$ cat src/rtl/player_motion_ctrl_if.sv
// Player motion control bus.
// Groups the key inputs, the bullet-spawn handshake and the position/tick outputs of
// player_motion_ctrl so that one bundle connects the block to its neighbours.
//   master : the motion controller itself.
//            It receives nums, shoot and fire_ack, and drives position, fire request and tick.
//   slave  : the opposite view, for the keyboard decoder, bullet pool or a testbench.
// Signals:
//   nums      [3]=up [2]=down [1]=left [0]=right, held-key levels
//   shoot     space held (level)
//   fire_ack  bullet pool accepted the spawn request (single-cycle pulse)
//   player_x  sprite left edge, pixels
//   player_y  sprite top edge, pixels
//   fire_req  spawn request, held until acknowledged
//   fire_x    spawn x, latched when the request is raised
//   fire_y    spawn y, latched when the request is raised
//   move_tick one-cycle pulse on every move tick
interface player_motion_ctrl_if;
  logic [3:0] nums;
  logic       shoot;
  logic       fire_ack;
  logic [9:0] player_x;
  logic [9:0] player_y;
  logic       fire_req;
  logic [9:0] fire_x;
  logic [9:0] fire_y;
  logic       move_tick;

  modport master (
    input  nums,
    input  shoot,
    input  fire_ack,
    output player_x,
    output player_y,
    output fire_req,
    output fire_x,
    output fire_y,
    output move_tick
  );

  modport slave (
    output nums,
    output shoot,
    output fire_ack,
    input  player_x,
    input  player_y,
    input  fire_req,
    input  fire_x,
    input  fire_y,
    input  move_tick
  );
endinterface

$ cat src/rtl/player_motion_ctrl.sv
// Player motion controller.
// Moves the player sprite once per move tick from the held-key vector, clamped to the
// playfield, and raises bullet-spawn requests toward the bullet pool with a req/ack
// handshake. A tick-based cooldown after each accepted shot turns a held space key into
// auto-fire with a period of COOLDOWN move ticks.
// Ports:
//   clk  system clock
//   rst  asynchronous reset, active high
//   bus  player_motion_ctrl_if.master
//        in : nums, shoot, fire_ack
//        out: player_x, player_y, fire_req, fire_x, fire_y, move_tick
module player_motion_ctrl #(
  parameter int unsigned TICK_DIV = 1_666_666,  // clk cycles per move tick, >= 2
  parameter int unsigned STEP     = 4,          // pixels per tick per axis
  parameter int unsigned H_MAX    = 640,        // playfield width
  parameter int unsigned V_MAX    = 480,        // playfield height
  parameter int unsigned SPR_W    = 32,         // sprite width
  parameter int unsigned SPR_H    = 32,         // sprite height
  parameter int unsigned X_INIT   = 304,        // x after reset
  parameter int unsigned Y_INIT   = 440,        // y after reset
  parameter int unsigned COOLDOWN = 15          // move ticks between shots, >= 1
) (
  input  logic                 clk,
  input  logic                 rst,
  player_motion_ctrl_if.master bus
);

  localparam int unsigned CNT_W  = $clog2(TICK_DIV);
  localparam int unsigned COOL_W = $clog2(COOLDOWN + 1);

  localparam logic [CNT_W-1:0]  TICK_LAST = CNT_W'(TICK_DIV - 1);
  localparam logic [9:0]        X_LIM     = 10'(H_MAX - SPR_W);
  localparam logic [9:0]        Y_LIM     = 10'(V_MAX - SPR_H);
  localparam logic [9:0]        X_RST     = 10'(X_INIT);
  localparam logic [9:0]        Y_RST     = 10'(Y_INIT);
  localparam logic [9:0]        HALF_W    = 10'(SPR_W / 2);
  localparam logic [COOL_W-1:0] COOL_LOAD = COOL_W'(COOLDOWN);

  typedef enum logic [1:0] {
    StIdle,
    StReq,
    StCool
  } fire_state_e;

  // One axis step. Decrement saturates at 0; the increment is compared at 11 bits so a
  // position near the top of the 10-bit range cannot wrap before the clamp.
  function automatic logic [9:0] step_axis(input logic [9:0] pos, input logic dec,
                                           input logic inc, input logic [9:0] lim);
    logic [9:0] res;
    res = pos;
    if (dec && !inc) begin
      res = (pos < 10'(STEP)) ? 10'd0 : pos - 10'(STEP);
    end else if (inc && !dec) begin
      res = (({1'b0, pos} + 11'(STEP)) > {1'b0, lim}) ? lim : pos + 10'(STEP);
    end
    return res;
  endfunction

  // ---------------------------------------------------------------------------------------
  // Tick generation and movement
  // ---------------------------------------------------------------------------------------
  logic [CNT_W-1:0] tick_cnt_q, tick_cnt_d;
  logic             tick_hit;
  logic             move_tick_q;
  logic [9:0]       pos_x_q, pos_x_d;
  logic [9:0]       pos_y_q, pos_y_d;

  // tick_hit marks the edge on which move_tick is registered high; the position moves on
  // that same edge so player_x/player_y change in the cycle move_tick is visible.
  assign tick_hit = (tick_cnt_q == TICK_LAST);

  always_comb begin
    tick_cnt_d = tick_hit ? '0 : tick_cnt_q + CNT_W'(1);
    pos_x_d    = pos_x_q;
    pos_y_d    = pos_y_q;
    if (tick_hit) begin
      pos_y_d = step_axis(pos_y_q, bus.nums[3], bus.nums[2], Y_LIM);
      pos_x_d = step_axis(pos_x_q, bus.nums[1], bus.nums[0], X_LIM);
    end
  end

  always_ff @(posedge clk or posedge rst) begin
    if (rst) begin
      tick_cnt_q  <= '0;
      move_tick_q <= 1'b0;
      pos_x_q     <= X_RST;
      pos_y_q     <= Y_RST;
    end else begin
      tick_cnt_q  <= tick_cnt_d;
      move_tick_q <= tick_hit;
      pos_x_q     <= pos_x_d;
      pos_y_q     <= pos_y_d;
    end
  end

  // ---------------------------------------------------------------------------------------
  // Fire FSM
  // ---------------------------------------------------------------------------------------
  fire_state_e       state_q, state_d;
  logic [COOL_W-1:0] cool_cnt_q, cool_cnt_d;
  logic [9:0]        fire_x_q, fire_x_d;
  logic [9:0]        fire_y_q, fire_y_d;
  logic              fire_req;

  // State register, including the data captured alongside state transitions.
  always_ff @(posedge clk or posedge rst) begin
    if (rst) begin
      state_q    <= StIdle;
      cool_cnt_q <= '0;
      fire_x_q   <= '0;
      fire_y_q   <= '0;
    end else begin
      state_q    <= state_d;
      cool_cnt_q <= cool_cnt_d;
      fire_x_q   <= fire_x_d;
      fire_y_q   <= fire_y_d;
    end
  end

  // Next state. The spawn point is captured only when leaving IDLE, so it stays frozen
  // while the request waits even though the player keeps moving.
  always_comb begin
    state_d    = state_q;
    cool_cnt_d = cool_cnt_q;
    fire_x_d   = fire_x_q;
    fire_y_d   = fire_y_q;
    unique case (state_q)
      StIdle: begin
        if (bus.shoot) begin
          state_d  = StReq;
          fire_x_d = pos_x_q + HALF_W;
          fire_y_d = pos_y_q;
        end
      end
      StReq: begin
        // Releasing shoot does not cancel; only the ack ends the request.
        if (bus.fire_ack) begin
          state_d    = StCool;
          cool_cnt_d = COOL_LOAD;
        end
      end
      StCool: begin
        if (move_tick_q) begin
          cool_cnt_d = cool_cnt_q - COOL_W'(1);
          if (cool_cnt_q <= COOL_W'(1)) begin
            state_d    = StIdle;
            cool_cnt_d = '0;
          end
        end
      end
      default: begin
        state_d = StIdle;
      end
    endcase
  end

  // Outputs.
  always_comb begin
    fire_req = (state_q == StReq);
  end

  assign bus.player_x  = pos_x_q;
  assign bus.player_y  = pos_y_q;
  assign bus.move_tick = move_tick_q;
  assign bus.fire_req  = fire_req;
  assign bus.fire_x    = fire_x_q;
  assign bus.fire_y    = fire_y_q;

endmodule

$ cat src/flat_wrapper.sv
// flat-port wrapper written by rule: the top's interface ports become plain ports
module player_motion_ctrl_flat 
#(
  parameter int unsigned TICK_DIV = 1_666_666,                                   
  parameter int unsigned STEP     = 4,                                     
  parameter int unsigned H_MAX    = 640,                          
  parameter int unsigned V_MAX    = 480,                           
  parameter int unsigned SPR_W    = 32,                        
  parameter int unsigned SPR_H    = 32,                         
  parameter int unsigned X_INIT   = 304,                        
  parameter int unsigned Y_INIT   = 440,                        
  parameter int unsigned COOLDOWN = 15                                           
)
  (clk, rst, bus_nums, bus_shoot, bus_fire_ack, bus_player_x, bus_player_y, bus_fire_req, bus_fire_x, bus_fire_y, bus_move_tick);
  player_motion_ctrl_if bus_i ();
  input  logic clk;
  input  logic rst;
  input wire logic [$bits(bus_i.nums)-1:0] bus_nums;
  input wire logic [$bits(bus_i.shoot)-1:0] bus_shoot;
  input wire logic [$bits(bus_i.fire_ack)-1:0] bus_fire_ack;
  output wire logic [$bits(bus_i.player_x)-1:0] bus_player_x;
  output wire logic [$bits(bus_i.player_y)-1:0] bus_player_y;
  output wire logic [$bits(bus_i.fire_req)-1:0] bus_fire_req;
  output wire logic [$bits(bus_i.fire_x)-1:0] bus_fire_x;
  output wire logic [$bits(bus_i.fire_y)-1:0] bus_fire_y;
  output wire logic [$bits(bus_i.move_tick)-1:0] bus_move_tick;
  assign bus_i.nums = bus_nums;
  assign bus_i.shoot = bus_shoot;
  assign bus_i.fire_ack = bus_fire_ack;
  assign bus_player_x = bus_i.player_x;
  assign bus_player_y = bus_i.player_y;
  assign bus_fire_req = bus_i.fire_req;
  assign bus_fire_x = bus_i.fire_x;
  assign bus_fire_y = bus_i.fire_y;
  assign bus_move_tick = bus_i.move_tick;
  player_motion_ctrl #(.TICK_DIV(TICK_DIV), .STEP(STEP), .H_MAX(H_MAX), .V_MAX(V_MAX), .SPR_W(SPR_W), .SPR_H(SPR_H), .X_INIT(X_INIT), .Y_INIT(Y_INIT), .COOLDOWN(COOLDOWN)) u_core (.clk(clk), .rst(rst), .bus(bus_i));
endmodule
$ cat config.mk
export PLATFORM = sky130hd
export DESIGN_NAME = player_motion_ctrl_flat
export DESIGN_NICKNAME = d
export VERILOG_FILES = /design/src/rtl/player_motion_ctrl_if.sv /design/src/rtl/player_motion_ctrl.sv /design/src/flat_wrapper.sv
export SDC_FILE = /design/constraint.sdc
export NUM_CORES = 1
export LEC_CHECK = 0
export BUFFER_PORTS_ARGS = -buffer_cell sky130_fd_sc_hd__buf_4
export CAP_MARGIN = 20
export CORE_AREA = 2 2 82 84
export CTS_BUF_LIST = sky130_fd_sc_hd__clkbuf_8 sky130_fd_sc_hd__clkbuf_16
export CTS_CLUSTER_SIZE = 10
export DETAILED_ROUTE_END_ITERATION = 8
export DIE_AREA = 0 0 84 86
export GPL_TIMING_DRIVEN = 1
export PLACE_DENSITY = 0.84
export SLEW_MARGIN = 5
export SYNTH_ARGS = -nofsm -noshare
export SYNTH_HDL_FRONTEND = slang
export SYNTH_SLANG_ARGS = --single-unit
$ cat constraint.sdc
create_clock -name clk -period 4.5 [get_ports clk]
set_clock_uncertainty 0.2 [all_clocks]
set_input_delay 0.45 -clock clk [delete_from_list [all_inputs] [get_ports clk]]
set_output_delay 0.45 -clock clk [all_outputs]
set_load 0.02 [all_outputs]
==> flow_summary.json, run 1 <==
{
  "io_buffers": 41,
  "critPathLaunch": "u_core.tick_cnt_q[1]$_DFF_PP0_",
  "viasPerCell": 5.900,
  "max-slew-margin-rel": 0.4293,
  "p_per_area_nw_per_um2": 317.9,
  "area_growth_pct": 12.42,
  "path_cells": "inv_1 > ha_1 > or4b_2 > or4_4 > or4_4 > nor2_2 > a41oi_1 > a22oi_1 > a221oi_1",
  "synth_top_cell_area_share": 0.3549,
  "cts_buffers": 9,
  "clock-root-buffer": "clkbuf_8",
  "power_frac_seq": 0.469,
  "clockPowerShare": 0.332,
  "grt_overflow_total": 0,
  "setup_viol": 0,
  "ys_seq_area_frac": 0.4123,
  "setup_tns_ps": 0,
  "first_pass_iters": 5,
  "syn_area_per_cell_um2": 8.626,
  "cap_violations": 0,
  "ioPinCount": 50,
  "switching_share": 0.3044,
  "power_uw": 1310,
  "p_comb_frac": 0.199,
  "yosys.area.top_type": "dfrtp_1",
  "cp-endpoint": "u_core.bus.player_x[4]$_DFFE_PP1P_",
  "min_period_over_period": 0.7130,
  "hp-class": "input pin to async pin",
  "path_common_cell": "or4_4",
  "grt_pass1_wl_mm": 13.28,
  "core_area_um2": 6277,
  "drive_gt1_frac": 0.1598,
  "netlist_top_cells_area": "dfrtp_1, nand2_1, dfstp_2",
  "nets": 479,
  "ant_nets": 0,
  "ir_worst_vdd_uv": 288.6,
  "die_height_um": 86,
  "layout_min_cycle_time_ps": 3208,
  "clockBufferDepth": 2,
  "rsz0062_at_grt": "false",
  "post_cts_resized": 0,
  "status": "finished, final reports clean",
  "insertedDiodeCount": 0,
  "ys_warn_count": 0,
  "worst-r2r-setup-slack_ps": 1290,
  "place_hpwl_mm": 5.719,
  "critPathKind": "flop to flop",
  "worst_setup_path_start_kind": "flop",
  "worstPathArrival_ps": 3250,
  "dieArea_um2": 7224,
  "synth-async-reset-ratio": 1.000,
  "post_cts_buffers": 0,
  "cts.sinks": 60,
  "cts_tree": "done",
  "finalHoldViolCount": 0,
  "syn_area_um2": 3666,
  "path_max_fanout": 8,
  "max_freq_mhz": 311.7,
  "critPathRequiredTime_ps": 4540,
  "synth_cell_types": 68,
  "clkLatencyLatePin_ps": 330,
  "leakagePower_uw": 0.001916,
  "grt_use_total": 0.2237,
  "ys.flop_type": "dfrtp_1",
  "drc": 0,
  "ys_ff_latch": 60,
  "yosysMostFrequentCell": "nand2_1",
  "grt_pass1_vias": 2915,
  "htree_levels": 3,
  "end_kind": "flop",
  "start_util": 0.5840,
  "place_congestion": 0.9855,
  "clk_pin_slew_worst_paths_ps": 60,
  "cpPeakStageDelay_ps": 580,
  "regToRegEndpoint": "u_core.bus.player_x[4]$_DFFE_PP1P_",
  "hold_buffers": 0,
  "p_switching_uw": 398.8,
  "rows": 29,
  "cp_slowest_cell": "or4b_2",
  "internal_power_uw": 911.4,
  "post_drt_wl_per_cell_um": 14.53,
  "drt_iter0_drc": 256,
  "antenna_found_initial": 0,
  "synth_common_cells": "nand2_1, dfrtp_1, nor2_1",
  "dieWidth_um": 84,
  "fill_cells": 531,
  "tightest_slew_ps": 849.5,
  "maxSlewViolCount": 0,
  "netlist_instances": 425,
  "synth_edf_count": 0,
  "grt_max_degree": 39,
  "vias": 3186,
  "timing.rr.start": "u_core.tick_cnt_q[1]$_DFF_PP0_",
  "drt-total-wl_mm": 7.845,
  "reg2regPathDepth": 9
}
==> state kept, by name, indices dropped and copies added, names as in the netlist <==
name and cells:
u_core.bus.player_x 8, u_core.bus.player_y 8, u_core.state_q 2, u_core.bus.move_tick 1, u_core.tick_cnt_q 21, u_core.bus.fire_x 8, u_core.bus.fire_y 8, u_core.cool_cnt_q 4
==> critical path, delay by kind of cell (launching register included) <==
family	cells	cell delay, ps
and+or+nand+nor	4	1870
adders and majority gates	1	160
AOI/OAI and AO/OA	3	430
DFF	1	390
buffers and inverters	1	60
==> worst min path at each step <==
stage	startpoint	end	depth (start not counted)
floorplan	u_core.tick_cnt_q[0]$_DFF_PP0_	u_core.tick_cnt_q[0]$_DFF_PP0_	1
global route	bus_fire_ack	u_core.state_q[0]$_DFFE_PP0P_	2
detailed placement	u_core.bus.fire_y[9]$_DFFE_PP0P_	u_core.bus.fire_y[9]$_DFFE_PP0P_	2
finish	rst	u_core.bus.player_x[7]$_DFFE_PP0P_	2
global placement	u_core.bus.fire_y[9]$_DFFE_PP0P_	u_core.bus.fire_y[9]$_DFFE_PP0P_	2
CTS	bus_fire_ack	u_core.state_q[0]$_DFFE_PP0P_	2
==> power groups by stage <==
| stage | combinational [uW] | clock, uW | sequential, uW |
|---|---|---|---|
| after CTS | 264 | 442 | 615 |
| final | 261 | 435 | 615 |
| after global routing | 288 | 467 | 620 |
| after floorplan | 143 | 0 | 652 |
| after global placement | 256 | 0 | 621 |
| after detailed placement | 262 | 0 | 625 |
==> logic make-up after synthesis <==
kind of cell               after synthesis  share of synthesized area
and+or+nand+nor                        201                     0.2785
AOI/OAI and AO/OA                       80                     0.1369
DFF                                     60                     0.4123
buffers and inverters                   43                    0.06109
xor gates and xnor gates                23                    0.05495
adders and majority gates               13                    0.04437
muxes                                    4                    0.01092
other                                    1                   0.001023
==> cell usage in the layout (no fill, tap or decap), types with 2 or more instances in the layout <==
master	netlist	routed
xor2_1	10	10
or3_1	3	3
a41oi_1	2	2
nand4b_1	4	4
a21oi_1	13	13
o41ai_1	2	2
xnor2_1	13	13
nand2b_1	5	5
nand2_1	67	67
and4_1	2	2
or4_4	2	2
dfstp_2	8	8
and3_1	6	6
o211ai_1	2	2
o22ai_1	2	2
o21ai_0	36	36
conb_1	1	8
nand4_1	6	6
o31ai_1	3	3
nor4_1	4	4
nor2b_1	6	6
ha_1	13	13
mux2i_1	4	4
a22o_1	2	2
o22a_1	2	2
clkbuf_8	0	12
nor2_1	39	39
nor3_1	14	14
buf_4	10	42
dfrtp_1	52	52
and2_1	4	4
nand3_1	22	22
a32oi_1	2	2
nor4b_1	2	2
inv_1	16	18
==> layer usage <==
metal / share of wire / GRT usage / vias up
li1: - / - / 1544
met1: 0.45 / 0.2992 / 1541
met2: 0.48 / 0.3709 / 87
met3: 0.052 / 0.03754 / 14
met4: 0.016 / 0.07918 / 0
met5: 0 / 0 / -
==> per-stage QoR <==
| step | setup slack (ps) | utilization | instances | area (um2) | hold slack [ps] |
|---|---|---|---|---|---|
| floorplan | 1494 | - | 432 | 3692 | 253.2 |
| global placement | 1381 | 0.6277 | 524 | 3940 | 259.9 |
| detailed placement | 1303 | 0.6277 | 524 | 3940 | 265.7 |
| CTS | 1279 | 0.6566 | 540 | 4121 | 105.0 |
| global route | 1098 | 0.6566 | 540 | 4121 | 113.3 |
| finish | 1292 | 0.6566 | 540 | 4121 | 80.69 |
==> final cells by class <==
| type | count | area, um2 | share of cell area |
|---|---|---|---|
| repair buffers | 42 | 315.3 | 0.07650 |
| well taps | 77 | 96.34 | 0.02338 |
| flip-flops and latches | 60 | 1511 | 0.3667 |
| inverters | 16 | 60.06 | 0.01457 |
| clock buffers | 12 | 165.2 | 0.04007 |
| multi-input cells | 329 | 1957 | 0.4748 |
| clock inverters | 4 | 16.27 | 0.003947 |
Note: power is estimated with default switching activity, not from simulation.
==> inputs of run 2 (changes only) <==
--- a/config.mk
+++ b/config.mk
@@ -7,13 +7,13 @@
 export LEC_CHECK = 0
 export BUFFER_PORTS_ARGS = -buffer_cell sky130_fd_sc_hd__buf_4
 export CAP_MARGIN = 20
-export CORE_AREA = 2 2 82 84
+export CORE_AREA = 2 2 87 89
 export CTS_BUF_LIST = sky130_fd_sc_hd__clkbuf_8 sky130_fd_sc_hd__clkbuf_16
 export CTS_CLUSTER_SIZE = 10
 export DETAILED_ROUTE_END_ITERATION = 8
-export DIE_AREA = 0 0 84 86
+export DIE_AREA = 0 0 89 91
 export GPL_TIMING_DRIVEN = 1
-export PLACE_DENSITY = 0.84
+export PLACE_DENSITY = 0.79
 export SLEW_MARGIN = 5
 export SYNTH_ARGS = -nofsm -noshare
 export SYNTH_HDL_FRONTEND = slang
==> constraint.sdc (replaced) <==
create_clock -name clk -period 2.6 [get_ports clk]
set_clock_uncertainty 0.2 [all_clocks]
set_input_delay 0.26 -clock clk [delete_from_list [all_inputs] [get_ports clk]]
set_output_delay 0.26 -clock clk [all_outputs]
set_load 0.02 [all_outputs]
==> flow_summary.json, run 2 (same netlist as run 1, synthesis figures left out) <==
{
  "status": "complete, but fails checks",
  "violations": "setup timing",
  "core_area_um2": 7137,
  "finalHoldViolCount": 0,
  "grt_max_degree": 33,
  "cts_tree": "done",
  "viasPerCell": 5.584,
  "cap_violations": 0,
  "cpPeakStageDelay_ps": 560,
  "clkLatencyLatePin_ps": 350,
  "max-slew-margin-rel": 0.5089,
  "ir_worst_vdd_uv": 246.9,
  "drt-total-wl_mm": 8.956,
  "min_period_over_period": 1.107,
  "setup_viol": 22,
  "start_util": 0.5137,
  "ant_nets": 0,
  "top_register": "u_core.tick_cnt_q",
  "min_from": "bus_shoot",
  "seq_area_um2": 1511,
  "clock-root-buffer": "clkbuf_8",
  "cts.sinks": 60,
  "clk_pin_slew_worst_paths_ps": 70,
  "instances_no_fill": 603,
  "layout_common_cells": "buf_4, nand2_1, dfrtp_1, nor2_1, o21ai_0",
  "critPathKind": "flop to flop",
  "switching_share": 0.3067,
  "p_switching_uw": 735.6,
  "layout_min_cycle_time_ps": 2878,
  "htree_levels": 3,
  "area_growth_pct": 25.49,
  "p_per_area_nw_per_um2": 521.4,
  "internal_power_uw": 1663,
  "grt_overflow_total": 0,
  "cts_buffers": 9,
  "grt_util_met3": 0.05818,
  "place_congestion": 0.9454,
  "max_freq_mhz": 347.4,
  "path_cells": "or4b_1 > or4_4 > or4_4 > nor2_4 > a41oi_2 > a22oi_1 > a221oi_1",
  "antenna_found_initial": 0,
  "power_frac_seq": 0.441,
  "timing.rr.start": "u_core.tick_cnt_q[2]$_DFF_PP0_",
  "drc": 0,
  "ioPinCount": 50,
  "grt_pass1_vias": 3144,
  "post_drt_wl_per_cell_um": 14.85,
  "insertedDiodeCount": 0,
  "die_height_um": 91,
  "rows": 31,
  "tightest_slew_ps": 734.9,
  "path_common_cell": "or4_4",
  "top_usage_layer": "met2",
  "largest_register_ffs": 21,
  "io_buffers": 41,
  "clockBufferDepth": 2,
  "clockPowerShare": 0.361,
  "cp_slowest_cell": "or4b_1",
  "leakagePower_uw": 0.002139,
  "drt_iter0_drc": 178,
  "maxSlewViolCount": 0,
  "drive_gt1_frac": 0.2599,
  "place_hpwl_mm": 6.252,
  "hp-class": "input pin to flop",
  "path_max_fanout": 4,
  "multi_input_area_um2": 2051,
  "grtUsageMet1": 0.3116,
  "worstPathArrival_ps": 2940,
  "nets": 520,
  "grt_use_total": 0.2338,
  "critPathRequiredTime_ps": 2660,
  "fin_util": 0.6446,
  "layout_setup_ws_ps": -278.5,
  "mostFrequentLayoutCell": "buf_4",
  "dieArea_um2": 8099,
  "dieWidth_um": 89,
  "critPathLaunch": "u_core.tick_cnt_q[2]$_DFF_PP0_",
  "end_kind": "flop",
  "dp.cells": 577,
  "holdWs_ps": 248.2,
  "vias": 3367,
  "rsz0062_at_grt": "true",
  "grtUsageMet2": 0.3694,
  "fill_cells": 631,
  "first_pass_iters": 4,
  "worst_setup_path_start_kind": "flop",
  "grt_pass1_wl_mm": 14.84,
  "p_comb_frac": 0.198
}
[run 2: changes by cell type in the layout (fill, tap and decap cells not counted), moves of 3 or more]
cell | before | now
buf_4 | 42 | 77
buf_6 | 0 | 3
o21ai_0 | 36 | 28
o21ai_1 | 0 | 4
o21ai_2 | 0 | 4
[run 2: cell type report]
| type | instances | area share |
|---|---|---|
| clock buffers | 11 | 0.03291 |
| repair buffers | 83 | 0.1417 |
| inverters | 16 | 0.01305 |
| multi-input cells | 329 | 0.4457 |
| flip-flops and latches | 60 | 0.3285 |
| well taps | 99 | 0.02692 |
| clock inverters | 5 | 0.01115 |
[run 2: layer usage]
metal	wire [um]	vias up
met5	0	-
met4	205	0
met3	536	21
met2	4284	119
met1	3929	1604
li1	-	1623
[run 2: power by group through the flow]
stage	combinational, uW	sequential (uW)	clock, uW
floorplan	249	1130	0
global placement	459	1070	0
detailed placement	467	1070	0
CTS	473	1060	877
global route	532	1070	923
finish	475	1060	866
[run 2: path summary, 6_finish.rpt]
kind	end	slack, ps	cells past startpoint
max in group asynchronous	u_core.bus.player_y[3]$_DFFE_PP1P_	1160	4
setup / recovery	u_core.bus.player_x[4]$_DFFE_PP1P_	-280	7
hold / removal	u_core.bus.fire_y[5]$_DFFE_PP0P_	250	4
hold reg to reg	u_core.bus.fire_y[5]$_DFFE_PP0P_	280	2
setup reg to reg	u_core.bus.player_x[4]$_DFFE_PP1P_	-280	7
min in group asynchronous	u_core.state_q[1]$_DFFE_PP0P_	360	3
[run 2: critical path: cells and delay by family (launching register included)]
kind | cells | cell delay, ps
and+or+nand+nor | 4 | 1800
AOI/OAI and AO/OA | 3 | 420
DFF | 1 | 370
[run 2: what timing repair did]
item,in CTS,in global routing
endpoints found under the hold margin,27,0
hold buffers,2,0
buffers inserted,3,5
resized for setup,9,14
pin swaps,6,6
endpoints found under the setup margin,15,22
[run 2: stage by stage]
| stage | total power, uW | worst slack [ps] | area (um2) | setup TNS, ps |
|---|---|---|---|---|
| 6_report | 2399 | -278.5 | 4601 | -3999 |
| 5_1_grt | 2523 | -414.3 | 4601 | -6327 |
| 4_1_cts | 2407 | -304.1 | 4514 | -2873 |
| 3_5_place_dp | 1541 | -387.5 | 4237 | -3307 |
| 3_3_place_gp | 1528 | -325.9 | 4237 | -2732 |
| 2_1_floorplan | 1377 | -310.6 | 3716 | -2173 |
==> inputs of run 3 (changes only) <==
--- a/config.mk
+++ b/config.mk
@@ -13,6 +13,7 @@
 export DETAILED_ROUTE_END_ITERATION = 8
 export DIE_AREA = 0 0 89 91
 export GPL_TIMING_DRIVEN = 1
+export MAX_ROUTING_LAYER = met4
 export PLACE_DENSITY = 0.79
 export SLEW_MARGIN = 5
 export SYNTH_ARGS = -nofsm -noshare
==> flow_summary.json, run 3 (same netlist as run 1, synthesis figures left out) <==
{
  "drt_iter0_drc": 211,
  "dieWidth_um": 89,
  "placed_area_um2": 4239,
  "end_kind": "flop",
  "grt_use_total": 0.2338,
  "die_height_um": 91,
  "rows": 31,
  "cts.sinks": 60,
  "clk_pin_slew_worst_paths_ps": 70,
  "clockBufferDepth": 2,
  "leakagePower_uw": 0.002110,
  "largest_register_ffs": 21,
  "grt_overflow_total": 0,
  "drive_gt1_frac": 0.2515,
  "drt-total-wl_mm": 8.677,
  "max_freq_mhz": 347.0,
  "clkLatencyLatePin_ps": 350,
  "dieArea_um2": 8099,
  "hp-class": "input pin to flop",
  "layout_min_cycle_time_ps": 2882,
  "layout_setup_ws_ps": -282.0,
  "worstPathArrival_ps": 2970,
  "violations": "setup timing",
  "grt_max_degree": 30,
  "critPathRequiredTime_ps": 2680,
  "fin_util": 0.6343,
  "worst_setup_path_start_kind": "flop",
  "maxSlewViolCount": 0,
  "nets": 517,
  "viasPerCell": 5.483,
  "ioPinCount": 50,
  "grt_pass1_vias": 3098,
  "ant_nets": 0,
  "cts_buffers": 9,
  "fill_cells": 610,
  "top_register": "u_core.tick_cnt_q",
  "mostFrequentLayoutCell": "buf_4",
  "grt_pass1_wl_mm": 14.56,
  "cap_violations": 0,
  "min_period_over_period": 1.108,
  "place_congestion": 0.9716,
  "place_hpwl_mm": 6.282,
  "finalHoldViolCount": 0,
  "io_buffers": 41,
  "critPathKind": "flop to flop",
  "post_drt_wl_per_cell_um": 14.46,
  "clock-root-buffer": "clkbuf_8",
  "insertedDiodeCount": 0,
  "tightest_slew_ps": 755.6,
  "area_growth_pct": 23.48,
  "path_max_fanout": 5,
  "htree_levels": 3,
  "layout_common_cells": "buf_4, nand2_1, dfrtp_1, nor2_1, o21ai_0",
  "vias": 3290,
  "ir_worst_vdd_uv": 286.6,
  "worst-r2r-setup-slack_ps": -280,
  "rsz0062_at_grt": "true",
  "drc": 0,
  "setup_viol": 13,
  "max-slew-margin-rel": 0.4951,
  "core_area_um2": 7137,
  "first_pass_iters": 4,
  "start_util": 0.5137,
  "p_per_area_nw_per_um2": 502.9,
  "power_uw": 2276,
  "cts_tree": "done",
  "status": "complete, but fails checks",
  "final_area_um2": 4527,
  "antenna_found_initial": 0
}
run 3: cell types whose count changed in the layout (fill, tap and decap cells not counted), sizes merged:
cell and change:
bufinv -1, clkinv +2, clkbuf -1, buf -3
run 3: final cells by class:
cell class | instances | area [um2] | share of cell area
timing repair buffer | 80 | 613.1 | 0.1354
inverter | 16 | 60.06 | 0.01327
clock inverter | 6 | 31.28 | 0.006910
sequential | 60 | 1511 | 0.3339
multi-input combinational | 329 | 2049 | 0.4527
tap | 99 | 123.9 | 0.02736
clock buffer | 10 | 137.6 | 0.03040
run 3: per-stage QoR:
| step | instances | setup slack, ps | hold slack [ps] | setup TNS (ps) |
|---|---|---|---|---|
| floorplan | 432 | -310.6 | 167.6 | -2173 |
| global placement | 579 | -323.8 | 167.6 | -2759 |
| detailed placement | 579 | -386.3 | 183.0 | -3497 |
| CTS | 600 | -331.0 | 215.8 | -3042 |
| global route | 600 | -387.0 | 282.9 | -3911 |
| finish | 600 | -282.0 | 239.6 | -2492 |
run 3: metal layers:
layer	GRT usage	vias up	share of wire
met5	-	-	0
met4	0.07711	0	0.017
met3	0.03818	12	0.044
met2	0.3775	95	0.48
met1	0.2981	1562	0.46
li1	-	1621	-
run 3: power breakdown:
| part | internal (uW) | leakage (uW) | switching (uW) | total, uW |
|---|---|---|---|---|
| sequential | 1010 | 0.000751 | 51.0 | 1060 |
| clock | 361 | 0.0000930 | 380 | 741 |
| combinational | 172 | 0.00127 | 307 | 479 |
| total | 1540 | 0.00211 | 738 | 2280 |
run 3: worst paths after layout:
path / start / endpoint / depth (start not counted)
min reg2reg: u_core.bus.fire_y[9]$_DFFE_PP0P_ / u_core.bus.fire_y[9]$_DFFE_PP0P_ / 2
min: bus_shoot / u_core.bus.fire_y[6]$_DFFE_PP0P_ / 4
max reg2reg: u_core.tick_cnt_q[1]$_DFF_PP0_ / u_core.bus.player_y[8]$_DFFE_PP1P_ / 9
min in group asynchronous: rst / u_core.state_q[1]$_DFFE_PP0P_ / 3
max: u_core.tick_cnt_q[1]$_DFF_PP0_ / u_core.bus.player_y[8]$_DFFE_PP1P_ / 9
max in group asynchronous: rst / u_core.bus.player_y[5]$_DFFE_PP1P_ / 4
run 3: worst max-delay path, cell delays in order (launching register included):
cell	delay, ps
dfrtp_1	390
inv_1	60
ha_2	160
or4b_4	450
or4_4	430
or4_4	540
or2_4	300
o21ai_2	110
o31a_1	130
nand2_1	50
run 3: timing repair:
item,in CTS,in global routing
gates cloned,0,0
endpoints found under the setup margin,14,16
resized for setup,7,12
pin swaps,7,9
setup buffers,4,1
endpoints found under the hold margin,26,0
hold buffers,2,0
